## src/rtl/reg_window_pkg.sv

```systemverilog
// Shared types and defaults for the SHA-256 message-schedule register window.
package reg_window_pkg;

    localparam int unsigned SHA_WORD_W    = 32;
    localparam int unsigned SHA_WIN_DEPTH = 16;

    // Decoded per-edge command, highest priority first: clear, load, shift, hold
    typedef enum logic [1:0] {
        CMD_HOLD  = 2'd0,
        CMD_SHIFT = 2'd1,
        CMD_LOAD  = 2'd2,
        CMD_CLEAR = 2'd3
    } cmd_e;

endpackage

```

## src/rtl/reg_window_shift_if.sv

```systemverilog
// Command/data bus of the register window; master drives commands, slave is the window.
interface reg_window_shift_if
    import reg_window_pkg::*;
#(
    parameter int unsigned WIDTH = SHA_WORD_W,
    parameter int unsigned DEPTH = SHA_WIN_DEPTH,
    parameter int unsigned CW    = $clog2(DEPTH + 1)
) ();

    logic                     clr;
    logic                     load;
    logic                     shift;
    logic [WIDTH-1:0]         data_i;
    logic [DEPTH*WIDTH-1:0]   block_i;
    logic [DEPTH*WIDTH-1:0]   window_o;
    logic [WIDTH-1:0]         oldest_o;
    logic [WIDTH-1:0]         newest_o;
    logic [CW-1:0]            count_o;
    logic                     full_o;

    modport master (
        output clr, load, shift, data_i, block_i,
        input  window_o, oldest_o, newest_o, count_o, full_o
    );

    modport slave (
        input  clr, load, shift, data_i, block_i,
        output window_o, oldest_o, newest_o, count_o, full_o
    );

endinterface

```

## src/rtl/reg_window_cell.sv

```systemverilog
// One word of the window: sync active-low reset, clear, and enabled 2:1 next-value select.
module reg_window_cell #(
    parameter int unsigned WIDTH = 32
) (
    input  logic             clk,
    input  logic             rst_n,
    input  logic             clr,
    input  logic             en,
    input  logic             sel_blk,
    input  logic [WIDTH-1:0] nbr,
    input  logic [WIDTH-1:0] blk,
    output logic [WIDTH-1:0] q
);

    // Word register; the unselected source is never sampled, so X on it cannot leak in
    always_ff @(posedge clk) begin
        if (!rst_n) begin
            q <= '0;
        end else if (clr) begin
            q <= '0;
        end else if (en) begin
            q <= sel_blk ? blk : nbr;
        end
    end

endmodule

```

## src/rtl/reg_window_shift.sv

```systemverilog
// DEPTH x WIDTH register window with block load, slide-in, clear and hold.
// Optional fill counter (count_o/full_o) is built only when REGWIN_COUNT_EN is defined;
// otherwise both are tied to zero.
module reg_window_shift
    import reg_window_pkg::*;
#(
    parameter int unsigned WIDTH = SHA_WORD_W,
    parameter int unsigned DEPTH = SHA_WIN_DEPTH
) (
    input  logic               CLK,
    input  logic               RST,
    reg_window_shift_if.slave  bus
);

    localparam int unsigned CW = $clog2(DEPTH + 1);

    cmd_e             cmd;
    logic             word_en;
    logic             word_sel_blk;
    logic             word_clr;
    logic [WIDTH-1:0] words [DEPTH];
    logic [WIDTH-1:0] nbrs  [DEPTH];

    // Priority encoder: clear > load > shift > hold
    always_comb begin
        cmd = CMD_HOLD;
        if (bus.clr) begin
            cmd = CMD_CLEAR;
        end else if (bus.load) begin
            cmd = CMD_LOAD;
        end else if (bus.shift) begin
            cmd = CMD_SHIFT;
        end
    end

    // Per-word control shared by every cell
    always_comb begin
        word_clr     = (cmd == CMD_CLEAR);
        word_sel_blk = (cmd == CMD_LOAD);
        word_en      = (cmd == CMD_LOAD) || (cmd == CMD_SHIFT);
    end

    for (genvar i = 0; i < int'(DEPTH); i++) begin : g_word
        if (i == int'(DEPTH) - 1) begin : g_newest
            assign nbrs[i] = bus.data_i;
        end else begin : g_inner
            assign nbrs[i] = words[i+1];
        end

        reg_window_cell #(.WIDTH(WIDTH)) u_cell (
            .clk     (CLK),
            .rst_n   (RST),
            .clr     (word_clr),
            .en      (word_en),
            .sel_blk (word_sel_blk),
            .nbr     (nbrs[i]),
            .blk     (bus.block_i[i*WIDTH +: WIDTH]),
            .q       (words[i])
        );

        assign bus.window_o[i*WIDTH +: WIDTH] = words[i];
    end

    assign bus.oldest_o = words[0];
    assign bus.newest_o = words[DEPTH-1];

`ifdef REGWIN_COUNT_EN
    logic [CW-1:0] count_q;
    logic [CW-1:0] count_nxt;
    logic          full_q;

    // Saturating fill count: load fills, shift adds one up to DEPTH, clear empties
    always_comb begin
        count_nxt = count_q;
        unique case (cmd)
            CMD_CLEAR: count_nxt = '0;
            CMD_LOAD:  count_nxt = CW'(DEPTH);
            CMD_SHIFT: count_nxt = (count_q == CW'(DEPTH)) ? count_q : count_q + CW'(1);
            default:   count_nxt = count_q;
        endcase
    end

    // Count and full flag registered together so they move on the same edge
    always_ff @(posedge CLK) begin
        if (!RST) begin
            count_q <= '0;
            full_q  <= 1'b0;
        end else begin
            count_q <= count_nxt;
            full_q  <= (count_nxt == CW'(DEPTH));
        end
    end

    assign bus.count_o = count_q;
    assign bus.full_o  = full_q;
`else
    assign bus.count_o = '0;
    assign bus.full_o  = 1'b0;
`endif

endmodule

```

## src/flat_wrapper.sv

```systemverilog
// flat-port wrapper written by rule: the top's interface ports become plain ports
module reg_window_shift_flat import reg_window_pkg::*;
#(
    parameter int unsigned WIDTH = SHA_WORD_W,
    parameter int unsigned DEPTH = SHA_WIN_DEPTH
)
  (CLK, RST, bus_clr, bus_load, bus_shift, bus_data_i, bus_block_i, bus_window_o, bus_oldest_o, bus_newest_o, bus_count_o, bus_full_o);
  reg_window_shift_if #(.WIDTH(WIDTH), .DEPTH(DEPTH)) bus_i ();
  input  logic CLK;
  input  logic RST;
  input wire logic [$bits(bus_i.clr)-1:0] bus_clr;
  input wire logic [$bits(bus_i.load)-1:0] bus_load;
  input wire logic [$bits(bus_i.shift)-1:0] bus_shift;
  input wire logic [$bits(bus_i.data_i)-1:0] bus_data_i;
  input wire logic [$bits(bus_i.block_i)-1:0] bus_block_i;
  output wire logic [$bits(bus_i.window_o)-1:0] bus_window_o;
  output wire logic [$bits(bus_i.oldest_o)-1:0] bus_oldest_o;
  output wire logic [$bits(bus_i.newest_o)-1:0] bus_newest_o;
  output wire logic [$bits(bus_i.count_o)-1:0] bus_count_o;
  output wire logic [$bits(bus_i.full_o)-1:0] bus_full_o;
  assign bus_i.clr = bus_clr;
  assign bus_i.load = bus_load;
  assign bus_i.shift = bus_shift;
  assign bus_i.data_i = bus_data_i;
  assign bus_i.block_i = bus_block_i;
  assign bus_window_o = bus_i.window_o;
  assign bus_oldest_o = bus_i.oldest_o;
  assign bus_newest_o = bus_i.newest_o;
  assign bus_count_o = bus_i.count_o;
  assign bus_full_o = bus_i.full_o;
  reg_window_shift #(.WIDTH(WIDTH), .DEPTH(DEPTH)) u_core (.CLK(CLK), .RST(RST), .bus(bus_i));
endmodule
```

## config.mk

```make
export PLATFORM = sky130hd
export DESIGN_NAME = reg_window_shift_flat
export DESIGN_NICKNAME = d
export VERILOG_FILES = /design/src/rtl/reg_window_pkg.sv /design/src/rtl/reg_window_shift_if.sv /design/src/rtl/reg_window_cell.sv /design/src/rtl/reg_window_shift.sv /design/src/flat_wrapper.sv
export SDC_FILE = /design/constraint.sdc
export NUM_CORES = 1
export LEC_CHECK = 0
export ABC_AREA = 1
export BUFFER_PORTS_ARGS = -buffer_cell sky130_fd_sc_hd__buf_2
export CAP_MARGIN = 20
export CORE_AREA = 8 8 438 440
export CTS_CLUSTER_SIZE = 16
export DETAILED_ROUTE_END_ITERATION = 12
export DIE_AREA = 0 0 446 448
export PLACE_DENSITY_LB_ADDON = 0.1
export SLEW_MARGIN = 20
export SYNTH_ARGS = -nofsm -noshare
export SYNTH_HDL_FRONTEND = slang
export SYNTH_SLANG_ARGS = --single-unit
```

## constraint.sdc

```tcl
create_clock -name CLK -period 2.55 [get_ports CLK]
set_input_delay 0.6375 -clock CLK [delete_from_list [all_inputs] [get_ports CLK]]
set_output_delay 0.6375 -clock CLK [all_outputs]
set_load 0.03 [all_outputs]
```

# Yosys cells after proc, flatten, opt, wreduce, memory -nomap -nowiden
# Cells that the tools add are included.
[totals]
in_bits = 549
register_bits = 512
output_inout_bits = 582
elab_cells = 41
[classes]
n_reduce_logical = 2
mux = 19
n_eq_ne = 3
bitwise = 1
[op_table]
columns = ["operator", "n"]
rows = [
  ["$mux 32", 16],
  ["$eq 2x2->1 const B", 2],
  ["$mux 2", 2],
  ["$eq 2x1->1 const B", 1],
  ["$reduce_or 2->1", 1],
  ["$logic_or 1x1->1", 1],
  ["$mux 1", 1],
  ["$not 1->1", 1],
]

# Longest topological paths before layout
[logic_depth]
ltp_word = 5
mapped_depth = 11

# Hierarchy
# A second synthesis with hierarchy kept.
[unflattened]
cells_unflattened = 4495
area_unflattened_um2 = 27307.4
[modules_own_cells]
columns = ["module", "instances", "cells_per_inst", "seq_area_each_um2", "area_per_inst_um2"]
rows = [
  ["reg_window_cell", 16, 276, 640.6, 1670.4],
  ["reg_window_shift", 1, 79, 0.0, 581.8],
]

# Least setup slack after synthesis
# Ideal clock, no wire load.
[synth_path]
kind = "input to register"
from = "in bus_load"
to = "reg u_core.g_word[3].u_cell.q[12]"
t_arrival_ns = 1.830
required_time_ns = 2.441
setup_time_ns = 0.109
stages = 11
slack_ns = 0.611
path_cell_list = "inv_1 a21oi_1 inv_1 ha_1 buf_4 buf_6 buf_6 buf_2 nand3_1 nand2_1 inv_1"
[synth_via]
elab_chain_cells = 4
elab_cells_between_ends = 8
cone_classes = "3 x eq/ne; 3 x mux; 2 x reduce/logical"
[synth_lines]
columns = ["item", "line_no", "rtl"]
rows = [
  ["from (decl)", "flat_wrapper.sv:12", "input wire logic [$bits(bus_i.load)-1:0] bus_load;"],
  ["$mux 2 (*)", "reg_window_shift.sv:29", "end else if (bus.load) begin"],
  ["$mux 2 (*)", "reg_window_shift.sv:27", "if (bus.clr) begin"],
  ["$eq 2x2->1 or $eq 2x1->1 (tied branches)", "reg_window_shift.sv:40", "word_en = (cmd == CMD_LOAD) || (cmd == CMD_SHIFT);"],
  ["$logic_or 1x1->1 (*)", "reg_window_shift.sv:40", ""],
  ["named net u_core.g_word[0].u_cell.en", "reg_window_cell.sv:8", "input logic en,"],
  ["to (signal assigned)", "reg_window_cell.sv:22", "q <= sel_blk ? blk : nbr;"],
  ["to (decl)", "reg_window_cell.sv:12", "output logic [WIDTH-1:0] q"],
]
# Mark *: on every way through the listed nets, which the timed path passes. The rest lies on a longest branch.
# A chain may end at the register's enable or synchronous reset.

# Worst setup path after layout
[layout_path]
from = "reg u_core.g_word[5].u_cell.q[2]"
to = "out bus_window_o[162]"
[layout_rtl]
columns = ["item", "line_no", "rtl"]
rows = [
  ["from (decl)", "reg_window_cell.sv:12", ""],
  ["from (signal assigned)", "reg_window_cell.sv:22", ""],
  ["to (decl)", "flat_wrapper.sv:16", "output wire logic [$bits(bus_i.window_o)-1:0] bus_window_o;"],
]
# No word-level cell between the ends.

==> results.sh <==
export IMPL_seqPwrFrac_pct=33.4
export IMPL_ant_nets=0
export IMPL_hold_viol_final=0
export IMPL_final_cell_mix="nand2_1 (1,537), buf_2 (1,124), nor2_1 (1,024), inv_1 (516)"
export IMPL_synth_warnings=0
export IMPL_vias_per_cell=3.764
export IMPL_synth_cell_types=16
export IMPL_core_mm2=0.1846
export IMPL_worst_path_buf_inv=1
export IMPL_path_class="reg2out"
export IMPL_worstHoldPathType="in2reg"
export IMPL_cts_buffer_depth=3
export IMPL_worstSkewPairLatency_ns=0.69
export IMPL_seqCellArea_mm2=0.01025
export IMPL_synth_top_cell_by_area="dfxtp_1"
export IMPL_fin_nets=6101
export IMPL_status="finished, final reports clean"
export IMPL_cp_end_kind="output port"
export IMPL_nFillCells=21665
export IMPL_clkTransAtPathRegs_ns=0.06
export IMPL_fin_util_pct=20.87
export IMPL_die_h_um=448
export IMPL_drv_slew=0
export IMPL_grt_pass1_vias=30646
export IMPL_post_cts_resized=0
export IMPL_setup_viol=0
export IMPL_p_sw_share_pct=35.95
export IMPL_clock_sinks=512
export IMPL_gr_usage_all_layers_pct=17.58
export IMPL_synth_avg_cell_area_um2=5.926
export IMPL_io_buffers=1124
export IMPL_drt_initial_drc_count=1665
export IMPL_max_cap_violations=0
export IMPL_rsz0062_at_grt="no"
export IMPL_p_leak_nw=21.86
export IMPL_dpl_cell_area_mm2=0.03586
export IMPL_ioPinCount=1131
export IMPL_hpwl_mm=151.9
export IMPL_placed_cells=7948
export IMPL_seq_area_frac_synth_pct=38.78
export IMPL_vias=30541
export IMPL_multi_input_area_mm2=0.01227
export IMPL_clkPwrFrac_pct=41.2
export IMPL_required_ns=1.91
export IMPL_syn_inst=4460
export IMPL_wire_per_inst_um=22.77
export IMPL_rows=158
export IMPL_die_area_mm2=0.1998
export IMPL_drtPass1Iterations=7
export IMPL_ys_top_cells_by_area="dfxtp_1 (39%), nand2_1 (22%), nor2_1 (15%)"
export IMPL_wirelength_mm=184.7
export IMPL_clockRootBuffer="clkbuf_16"
export IMPL_fin_crit_ns=2.335
export IMPL_cp_start_kind="flip-flop"
export IMPL_path_max_fanout=2
export IMPL_largest_reg_flops=512
export IMPL_post_cts_setup_buffers=0
export IMPL_layout_drive_gt1_share_pct=26.39
export IMPL_path_delay_family="flip-flops"
export IMPL_hold_ws_ns=0.2232
export IMPL_grt_pass1_wl_mm=249.7
export IMPL_power_internal_mw=17.82
export IMPL_initial_core_util_pct=14.31
export IMPL_areaGrowthSynthToFinish_pct=45.81
export IMPL_power_density_mw_per_mm2=721.9
export IMPL_slowest_stage="dfxtp_1"
export IMPL_htreeDepth=3
export IMPL_ys_ff_latch=512
export IMPL_critPathMaxStageDelay_ns=0.66
export IMPL_crit_chain="buf_2"
export IMPL_relSlewSlack_pct=62.02
export IMPL_crit_arrival_ns=1.70
export IMPL_synth_top_area_share_pct=38.78
export IMPL_grt_max_degree=68
export IMPL_p_comb_share_pct=25.5
export IMPL_synth_cell_area_mm2=0.02643
export IMPL_post_route_period_util_pct=91.57
export IMPL_finalSetupTns_ns=0
export IMPL_antenna_found_initial=78
export IMPL_largestRegisters="u_core.g_word.u_cell.q: 512 flops"
export IMPL_tightestPinTransition_ns=0.5690
export IMPL_grt_ovfl_total=0
export IMPL_drcViolationCount=0
export IMPL_final_common_cell="nand2_1"
export IMPL_peakVddDrop_uv=441.8
export IMPL_fin_area_mm2=0.03854
export IMPL_cts_tree="yes"
export IMPL_die_w_um=446
export IMPL_regMostFlops="u_core.g_word.u_cell.q"
export IMPL_p_switching_mw=10.00
export IMPL_timing_fmax_mhz=428.2
export IMPL_finalClockSkew_ns=0.02393
export IMPL_ctsHoldBuffers=0
export IMPL_layout_cells_non_filler=8113
export IMPL_globalplace_congestion=0.8682
export IMPL_cts_inserted_buffers=80
==> path summary, 6_finish.rpt <==
| path | startpoint | end | slack (ns) | cells past startpoint |
|---|---|---|---|---|
| worst min-delay path | bus_data_i[7] | u_core.g_word[15].u_cell.q[7] | 0.22 | 5 |
| worst min register to register | u_core.g_word[2].u_cell.q[10] | u_core.g_word[1].u_cell.q[10] | 0.57 | 4 |
| worst max-delay path | u_core.g_word[5].u_cell.q[2] | bus_window_o[162] | 0.21 | 1 |
| worst max register to register | u_core.g_word[5].u_cell.q[2] | u_core.g_word[4].u_cell.q[2] | 1.18 | 5 |
==> Yosys cell counts <==
cell type	count
buf_6	9
conb_1	1
buf_2	204
clkbuf_4	1
ha_1	2
a21oi_1	1
nand2_1	1537
buf_4	98
dfxtp_1	512
nor2_1	1024
clkbuf_1	38
nand2_2	1
nand3_1	512
buf_1	3
inv_1	516
inv_4	1
==> per-layer routing <==
layer | global-route usage (%) | vias to the layer above | wire length [um]
met5 | 0 | - | 107
met4 | 4.873 | 18 | 5474
met3 | 4.317 | 260 | 10380
met2 | 30.52 | 847 | 89660
met1 | 21.64 | 14019 | 79100
li1 | - | 15397 | -
==> kinds of logic after synthesis <==
| kind of cell | after synthesis | synth area share (%) |
|---|---|---|
| compound gates | 1 | 0.01892 |
| simple gates | 3074 | 46.09 |
| flops | 512 | 38.78 |
| fa+ha+maj | 2 | 0.09467 |
| other cells | 1 | 0.01419 |
| buf+inv | 870 | 14.99 |
==> power by group through the flow <==
stage / registers, mW / logic, mW / clock network, mW
after floorplan: 10.1 / 3.17 / 0
after global placement: 9.49 / 7.23 / 0
after detailed placement: 9.49 / 7.22 / 0
after CTS: 9.32 / 7.25 / 12.0
after global routing: 9.36 / 7.81 / 12.2
final: 9.29 / 7.08 / 11.4
==> layout make-up <==
type                    count  area share (%)
clock inverters            26          0.7922
flip-flops and latches    512           26.60
clock buffers             115           5.987
diodes                     24          0.1558
repair buffers           1356           21.49
well taps                2480           8.052
inverters                 517           5.078
multi-input cells        3083           31.85
==> metrics by stage <==
step | power (mW) | setup WS, ns
after floorplan | 13.28 | 0.6112
after global placement | 16.72 | -0.1302
after detailed placement | 16.71 | -0.07795
after CTS | 28.52 | 0.1129
after global routing | 29.37 | 0.1555
final | 27.82 | 0.2149
Note: power is estimated with default switching activity, not from simulation.
